==> config.mk <==
export PLATFORM = sky130hd
export DESIGN_NAME = fft_addr_gen_flat
export DESIGN_NICKNAME = d
export VERILOG_FILES = /design/src/rtl/fft_addr_gen_if.sv /design/src/rtl/fft_addr_gen.sv /design/src/flat_wrapper.sv
export SDC_FILE = /design/constraint.sdc
export NUM_CORES = 1
export LEC_CHECK = 0
export CAP_MARGIN = 20
export CORE_AREA = 3 3 40 42
export DETAILED_ROUTE_END_ITERATION = 8
export DIE_AREA = 0 0 43 45
export HOLD_SLACK_MARGIN = 0.08
export PLACE_DENSITY_LB_ADDON = 0.12
export SLEW_MARGIN = 25
export SYNTH_ARGS = -nofsm -noshare
export SYNTH_HDL_FRONTEND = slang
export SYNTH_SLANG_ARGS = --single-unit
==> constraint.sdc <==
create_clock -name clk -period 3.1 [get_ports clk]
set_input_delay 0.465 -clock clk [delete_from_list [all_inputs] [get_ports clk]]
set_output_delay 0.465 -clock clk [all_outputs]
set_load 0.01 [all_outputs]
==> src/rtl/fft_addr_gen_if.sv <==
// Handshake bundle between the FFT address generator (master) and the butterfly unit (slave).
// FFT_BITREV_LOAD_EN adds the 'loading' flag for the bit-reversed input load phase.
interface fft_addr_gen_if #(
    parameter int LOG2N = 3
) ();
    localparam int SW = (LOG2N > 1) ? $clog2(LOG2N) : 1;

    logic             start;
    logic             ready;
    logic             valid;
    logic [LOG2N-1:0] addr_a;
    logic [LOG2N-1:0] addr_b;
    logic [LOG2N-2:0] twiddle;
    logic [SW-1:0]    stage;
    logic             busy;
    logic             done;
`ifdef FFT_BITREV_LOAD_EN
    logic             loading;

    modport master (input start, ready,
                    output valid, addr_a, addr_b, twiddle, stage, busy, done, loading);
    modport slave  (output start, ready,
                    input valid, addr_a, addr_b, twiddle, stage, busy, done, loading);
`else
    modport master (input start, ready,
                    output valid, addr_a, addr_b, twiddle, stage, busy, done);
    modport slave  (output start, ready,
                    input valid, addr_a, addr_b, twiddle, stage, busy, done);
`endif
endinterface

==> src/rtl/fft_addr_gen.sv <==
// Radix-2 in-place DIT FFT address generator: one butterfly (addr_a, addr_b, twiddle) per handshake.
// Optional macro FFT_BITREV_LOAD_EN adds a LOAD phase presenting n / bit-reverse(n) pairs.
module fft_addr_gen #(
    parameter int LOG2N = 3
) (
    input  logic           clk,
    input  logic           clr,
    fft_addr_gen_if.master bus
);
    localparam int JW = LOG2N - 1;
    localparam int SW = (LOG2N > 1) ? $clog2(LOG2N) : 1;

    typedef enum logic [1:0] {IDLE, LOAD, RUN, DONE} state_t;

    state_t        state;
    logic [JW-1:0] j;
    logic [SW-1:0] s;
    logic          valid_r, busy_r, done_r;
    logic          adv, j_wrap, last;
    logic [JW-1:0] j_tgl;
    logic [SW-1:0] s_tgl;

    logic [LOG2N-1:0] span, pos, grp, base_a;
    logic [SW-1:0]    tw_sh;

    assign adv = valid_r & bus.ready;

    // Toggle-chain counters: bit i flips when its enable and all lower bits are set.
    always_comb begin
        j_tgl[0] = adv;
        for (int i = 1; i < JW; i++) j_tgl[i] = j_tgl[i-1] & j[i-1];
        j_wrap   = adv & (&j);
        s_tgl[0] = j_wrap;
        for (int i = 1; i < SW; i++) s_tgl[i] = s_tgl[i-1] & s[i-1];
        last     = j_wrap && (s == SW'(LOG2N - 1));
    end

    always_comb begin
        span   = LOG2N'(1) << s;
        pos    = {1'b0, j} & (span - 1'b1);
        grp    = {1'b0, j} >> s;
        base_a = (grp << s) << 1;
        tw_sh  = SW'(LOG2N - 1) - s;
    end

`ifdef FFT_BITREV_LOAD_EN
    logic [LOG2N-1:0] n;
    logic [LOG2N-1:0] n_tgl;
    logic             load_r;

    function automatic logic [LOG2N-1:0] bit_rev(input logic [LOG2N-1:0] x);
        logic [LOG2N-1:0] r;
        for (int i = 0; i < LOG2N; i++) r[i] = x[LOG2N-1-i];
        return r;
    endfunction

    always_comb begin
        n_tgl[0] = adv;
        for (int i = 1; i < LOG2N; i++) n_tgl[i] = n_tgl[i-1] & n[i-1];
    end

    assign bus.loading = load_r;
`endif

    always_ff @(posedge clk or negedge clr) begin
        if (!clr) begin
            state   <= IDLE;
            j       <= '0;
            s       <= '0;
            valid_r <= 1'b0;
            busy_r  <= 1'b0;
            done_r  <= 1'b0;
`ifdef FFT_BITREV_LOAD_EN
            n       <= '0;
            load_r  <= 1'b0;
`endif
        end else begin
            case (state)
                IDLE: begin
                    if (bus.start) begin
                        j       <= '0;
                        s       <= '0;
                        valid_r <= 1'b1;
                        busy_r  <= 1'b1;
`ifdef FFT_BITREV_LOAD_EN
                        n       <= '0;
                        load_r  <= 1'b1;
                        state   <= LOAD;
`else
                        state   <= RUN;
`endif
                    end
                end
`ifdef FFT_BITREV_LOAD_EN
                LOAD: begin
                    if (adv) begin
                        n <= n ^ n_tgl;
                        if (&n) begin
                            state  <= RUN;
                            load_r <= 1'b0;
                            j      <= '0;
                            s      <= '0;
                        end
                    end
                end
`endif
                RUN: begin
                    if (adv) begin
                        j <= j ^ j_tgl;
                        s <= s ^ s_tgl;
                        if (last) begin
                            state   <= DONE;
                            valid_r <= 1'b0;
                            done_r  <= 1'b1;
                        end
                    end
                end
                DONE: begin
                    state  <= IDLE;
                    done_r <= 1'b0;
                    busy_r <= 1'b0;
                end
                default: state <= IDLE;
            endcase
        end
    end

    assign bus.valid = valid_r;
    assign bus.busy  = busy_r;
    assign bus.done  = done_r;

    // Address fields are forced to zero outside the active states so idle RAM ports stay quiet.
    always_comb begin
        bus.addr_a  = '0;
        bus.addr_b  = '0;
        bus.twiddle = '0;
        bus.stage   = '0;
        case (state)
            RUN: begin
                bus.addr_a  = base_a | pos;
                bus.addr_b  = base_a | pos | span;
                bus.twiddle = JW'(pos << tw_sh);
                bus.stage   = s;
            end
`ifdef FFT_BITREV_LOAD_EN
            LOAD: begin
                bus.addr_a = n;
                bus.addr_b = bit_rev(n);
            end
`endif
            default: ;
        endcase
    end
endmodule

==> src/flat_wrapper.sv <==
// flat-port wrapper written by rule: the top's interface ports become plain ports
module fft_addr_gen_flat 
#(
    parameter int LOG2N = 3
)
  (clk, clr, bus_start, bus_ready, bus_valid, bus_addr_a, bus_addr_b, bus_twiddle, bus_stage, bus_busy, bus_done);
  fft_addr_gen_if #(.LOG2N(LOG2N)) bus_i ();
  input  logic clk;
  input  logic clr;
  input wire logic [$bits(bus_i.start)-1:0] bus_start;
  input wire logic [$bits(bus_i.ready)-1:0] bus_ready;
  output wire logic [$bits(bus_i.valid)-1:0] bus_valid;
  output wire logic [$bits(bus_i.addr_a)-1:0] bus_addr_a;
  output wire logic [$bits(bus_i.addr_b)-1:0] bus_addr_b;
  output wire logic [$bits(bus_i.twiddle)-1:0] bus_twiddle;
  output wire logic [$bits(bus_i.stage)-1:0] bus_stage;
  output wire logic [$bits(bus_i.busy)-1:0] bus_busy;
  output wire logic [$bits(bus_i.done)-1:0] bus_done;
  assign bus_i.start = bus_start;
  assign bus_i.ready = bus_ready;
  assign bus_valid = bus_i.valid;
  assign bus_addr_a = bus_i.addr_a;
  assign bus_addr_b = bus_i.addr_b;
  assign bus_twiddle = bus_i.twiddle;
  assign bus_stage = bus_i.stage;
  assign bus_busy = bus_i.busy;
  assign bus_done = bus_i.done;
  fft_addr_gen #(.LOG2N(LOG2N)) u_core (.clk(clk), .clr(clr), .bus(bus_i));
endmodule
# Word-level counts from Yosys, hierarchy flattened

Index checks and enable logic that the tools add are counted.

Output and inout port bits: 13
Bits in read-only memories: 0
Input port bits: 4
Memories kept: 0
Latch bits: 0
Logic and storage cells: 59
Register bits after elaboration: 9
Bits in writable memories: 0

Eq/ne operators: 6
Order comparisons: 0
Reductions and logical operators: 11
$mul: 0
Div/mod/pow operators: 0
$add $sub $neg: 2
Mux-type cells: 21
Shift operators: 4
Bitwise operators: 9

Operators by type and width:

| cell                | count |
|---|---|
| $mux 2              | 8 |
| $pmux 2 s2          | 3 |
| $reduce_and 3->1    | 3 |
| $eq 2x2->1 const B  | 3 |
| $mux 3              | 2 |
| $or 3x3->3          | 2 |
| $pmux 1 s2          | 3 |
| $reduce_bool 2->1   | 3 |
| $shl 3x2->2         | 2 |
| $mux 1              | 5 |
| $and 1x1->1         | 4 |
| $ne 2x1->1 const B  | 2 |
| $reduce_and 2->1    | 2 |
| $reduce_and 4->1    | 1 |
| $xor 2x2->2         | 2 |
| $and 2x3->3         | 1 |
| $shl 1x2->3 const A | 1 |
| $shr 2x2->3         | 1 |
| $sub 3x1->3 const B | 1 |
| $logic_not 2->1     | 1 |
| $ne 2x2->1 const B  | 1 |
| $sub 2x2->2 const A | 1 |
| $logic_and 1x1->1   | 1 |

# Longest topological paths before layout

Depth after elaboration: 6
Mapped depth: 6

# Worst setup path after synthesis

No wires, ideal clock.

Path type: flip-flop to output port
From: reg u_core.s[1]
To: out bus_twiddle[0]
Stages on the path, launching flop included: 7
Slack: 1211 ps
Arrival: 1424 ps
Path through: dfrtp_1 > clkbuf_1 > inv_1 > ha_1 > nand2b_1 > nor2_1 > and3_1

Word-level cells in the longest chain between the ends: 5
Elaborated cells on any way between the ends: 6
Those cells by class: add/sub (2); shift (2); mux (1); bitwise (1)

Ends and longest elaborated chain:

| item                     | line                | source |
|---|---|---|
| start: declaration       | fft_addr_gen.sv:17  | `logic [SW-1:0] s;` |
| start signal: assignment | fft_addr_gen.sv:110 | `s <= s ^ s_tgl;` |
| $shl 1x2->3              | fft_addr_gen.sv:39  | `span = LOG2N'(1) << s;` |
| $sub 3x1->3              | fft_addr_gen.sv:40  | `pos = {1'b0, j} & (span - 1'b1);` |
| $and 2x3->3              | fft_addr_gen.sv:40  |  |
| $shl 3x2->2 *            | fft_addr_gen.sv:142 | `bus.twiddle = JW'(pos << tw_sh);` |
| $mux 2 *                 | fft_addr_gen.sv:138 | `case (state)` |
| end: declaration         | flat_wrapper.sv:15  | `output wire logic [$bits(bus_i.twiddle)-1:0] bus_twiddle;` |

Every way passes the cells marked *; elsewhere a longest branch is shown, timed or not.

# Worst setup path in the final report

From: reg u_core.s[1]
To: out bus_twiddle[1]

Same word-level chain as after synthesis.

==> impl_metrics.yaml <==
sta:
  worst_pin_slew_ns: 0.401
  clock.fmax_mhz: 385
  min_period_ns: 2.60
  rsz0062_at_grt: "false"
  slew_headroom_pct: 73.2
  setup-violations-final: 0
  slew_violations: 0
  worst_clock_skew_ns: 0.00403
  finalHoldViolCount: 0
  setup_tns_ns: 0
  min_period_over_period_pct: 83.9
worst_setup_path:
  crit_chain: "inv_1, ha_1, nand2b_1, o21ai_0, and4_1, clkdlybuf4s50_1"
  r2r_slack_ns: 1.79
  required_ns: 2.63
  worst_setup_path_end_kind: "primary output"
  timing.critical_path.slowest_cell_delay_ns: 0.53
  path_max_fanout: 9
  slowest_stage: "clkdlybuf4s50_1"
  path_class: "reg -> out"
  crit_path_start_kind: "flip-flop"
  worstPathArrival_ns: 2.14
cts:
  ctsHoldBuffers: 0
  cts_buffers: 3
  ctsResizeCount: 0
  cts_tree: "built"
  clkLatencyLatePin_ns: 0.25
  root_buffer: "clkbuf_4"
  cts_buffer_depth: 2
  cts_setup_buffers: 0
  clk_pin_slew_ns: 0.06
  htree_num_levels: 1
  cts_sinks: 9
synth:
  yosysMostFrequentCell: "nor2_1"
  syn_inst: 63
  synth.avg_cell_area_um2: 9.06
  ys_async_sr_fraction_pct: 100
  syn_nets: 72
  ys_ff_latch: 9
  ys_seq_area_share_pct: 39.5
  yosysUniqueCellTypes: 25
  yosys_warnings: 0
  synth_edf_count: 0
  synth_top_area_share_pct: 39.5
  synth_area_um2: 571
  synth_commonest_cells: "15 x nor2_1, 9 x dfrtp_1, 6 x inv_1, 5 x ha_1, 3 x a211oi_1"
  ys_top_cells_by_area: "dfrtp_1 39%, ha_1 11%, nor2_1 9.9%"
  yosys.area.top_type: "dfrtp_1"
  synth_ff_type: "dfrtp_1"
cells_and_area:
  multi_input_area_um2: 303
  final_cells: 95
  seqCellArea_um2: 225
  drive_gt1_share_pct: 7.50
  diodes: 0
  area_growth_syn_to_layout_pct: 32.5
  nets: 90
  nFillCells: 128
grt:
  grt_max_degree: 10
  grtUsageTotal_pct: 13.6
  antenna_found_initial: 0
  grt_pass1_vias: 468
  grt_pass1_wl_mm: 1.99
  grt-ovfl-total: 0
drt:
  drt_iter0_markers: 16
  routed_via_density: 5.24
  wl_per_cell_um: 11.9
  drc: 0
  finalWirelength_mm: 1.13
  drtAntennaViolNets: 0
  vias: 498
  firstDrtPassIters: 4
flow_run:
  max_cap_viol_count: 0
die:
  die_w_um: 43
  start_util_pct: 44.4
  fp-row-count: 13
  design.core.area_um2: 1280
  die_h_um: 45
  die_area_um2: 1940
  io_pins: 17
placement:
  dp_hpwl_um: 852
  place_inst: 91
  portBuffers: 16
  place_congestion: 0.784
power:
  leakage_nw: 0.337
  power_density_nw_per_um2: 953
  peakVddDrop_mv: 0.496
worst_hold_path:
  hold_class: "in -> async"
outcome:
  status: "complete, no violations"
[routing by layer]
layer,wire length [um],track usage (%),vias to the layer above
li1,-,-,255
met1,538,18.7,230
met2,525,20.7,11
met3,53,1.20,2
met4,9,9.04,0
met5,0,0,-
[worst paths after layout]
| kind | to | start | depth (start not counted) |
|---|---|---|---|
| max in group asynchronous | u_core.bus.valid$_DFFE_PN0P_ | clr | 1 |
| max | bus_twiddle[1] | u_core.s[1]$_DFFE_PN0P_ | 6 |
| max reg2reg | u_core.s[0]$_DFFE_PN0P_ | u_core.j[0]$_DFFE_PN0P_ | 4 |
| min in group clk | u_core.bus.busy$_DFFE_PN0P_ | u_core.bus.busy$_DFFE_PN0P_ | 1 |
| min | u_core.s[0]$_DFFE_PN0P_ | clr | 1 |
| min reg2reg | u_core.bus.busy$_DFFE_PN0P_ | u_core.bus.busy$_DFFE_PN0P_ | 1 |
[logic make-up (layout without fill, tap and decap cells)]
group | after synthesis | count (layout) | synth area share, %
buffers and inverters | 9 | 26 | 7.45
adders and majority gates | 5 | 5 | 11.0
AOI/OAI and AO/OA | 13 | 13 | 17.5
and+or+nand+nor | 27 | 27 | 24.6
DFF | 9 | 9 | 39.5
[registers in the layout, summed over array words and instances, names as in the netlist]
| register | cells |
|---|---|
| u_core.j | 2 |
| u_core.bus.valid | 1 |
| u_core.s | 2 |
| u_core.bus.done | 1 |
| u_core.state | 2 |
| u_core.bus.busy | 1 |
[cells in the final DEF, fill, tap and decap left out, drive strengths merged, types with 2 or more instances in the layout]
cell / instances
a211oi: 3
a21oi: 2
a22o: 2
a31o: 2
clkbuf: 4
clkdlybuf4s50: 16
dfrtp: 9
ha: 5
inv: 6
nand2b: 2
nor2: 15
nor3: 2
[power breakdown]
group          internal (W)  total (W)  switching, W
clock network     0.0000493  0.0000856     0.0000363
registers          0.000161   0.000219     0.0000580
logic              0.000239   0.000416      0.000177
total              0.000449   0.000720      0.000272
[per-stage QoR]
step                      hold slack (ns)  utilization (%)  instance area [um^2]  setup slack [ns]  total power (W)
after floorplan                     0.169                -                   571              1.21         0.000439
after global placement              0.498             56.8                   729             0.828         0.000630
after detailed placement            0.506             56.8                   729             0.775         0.000637
after CTS                           0.512             58.8                   756             0.483         0.000730
after global routing                0.518             58.8                   756             0.328         0.000785
final                               0.506             58.8                   756             0.499         0.000720
[final cells by class]
class	instances	area share, %
inverters	6	2.98
multi-input cells	45	40.1
clock buffers	4	3.48
well taps	15	2.48
repair buffers	16	21.2
flip-flops and latches	9	29.8
[worst max-delay path, delay by kind of cell (launching register included)]
family	cells	cell delay (ns)
buffers and inverters	2	0.68
DFF	1	0.48
and+or+nand+nor	2	0.37
adders and majority gates	1	0.22
AOI/OAI and AO/OA	1	0.14
Power figures use the tool's default switching activity.
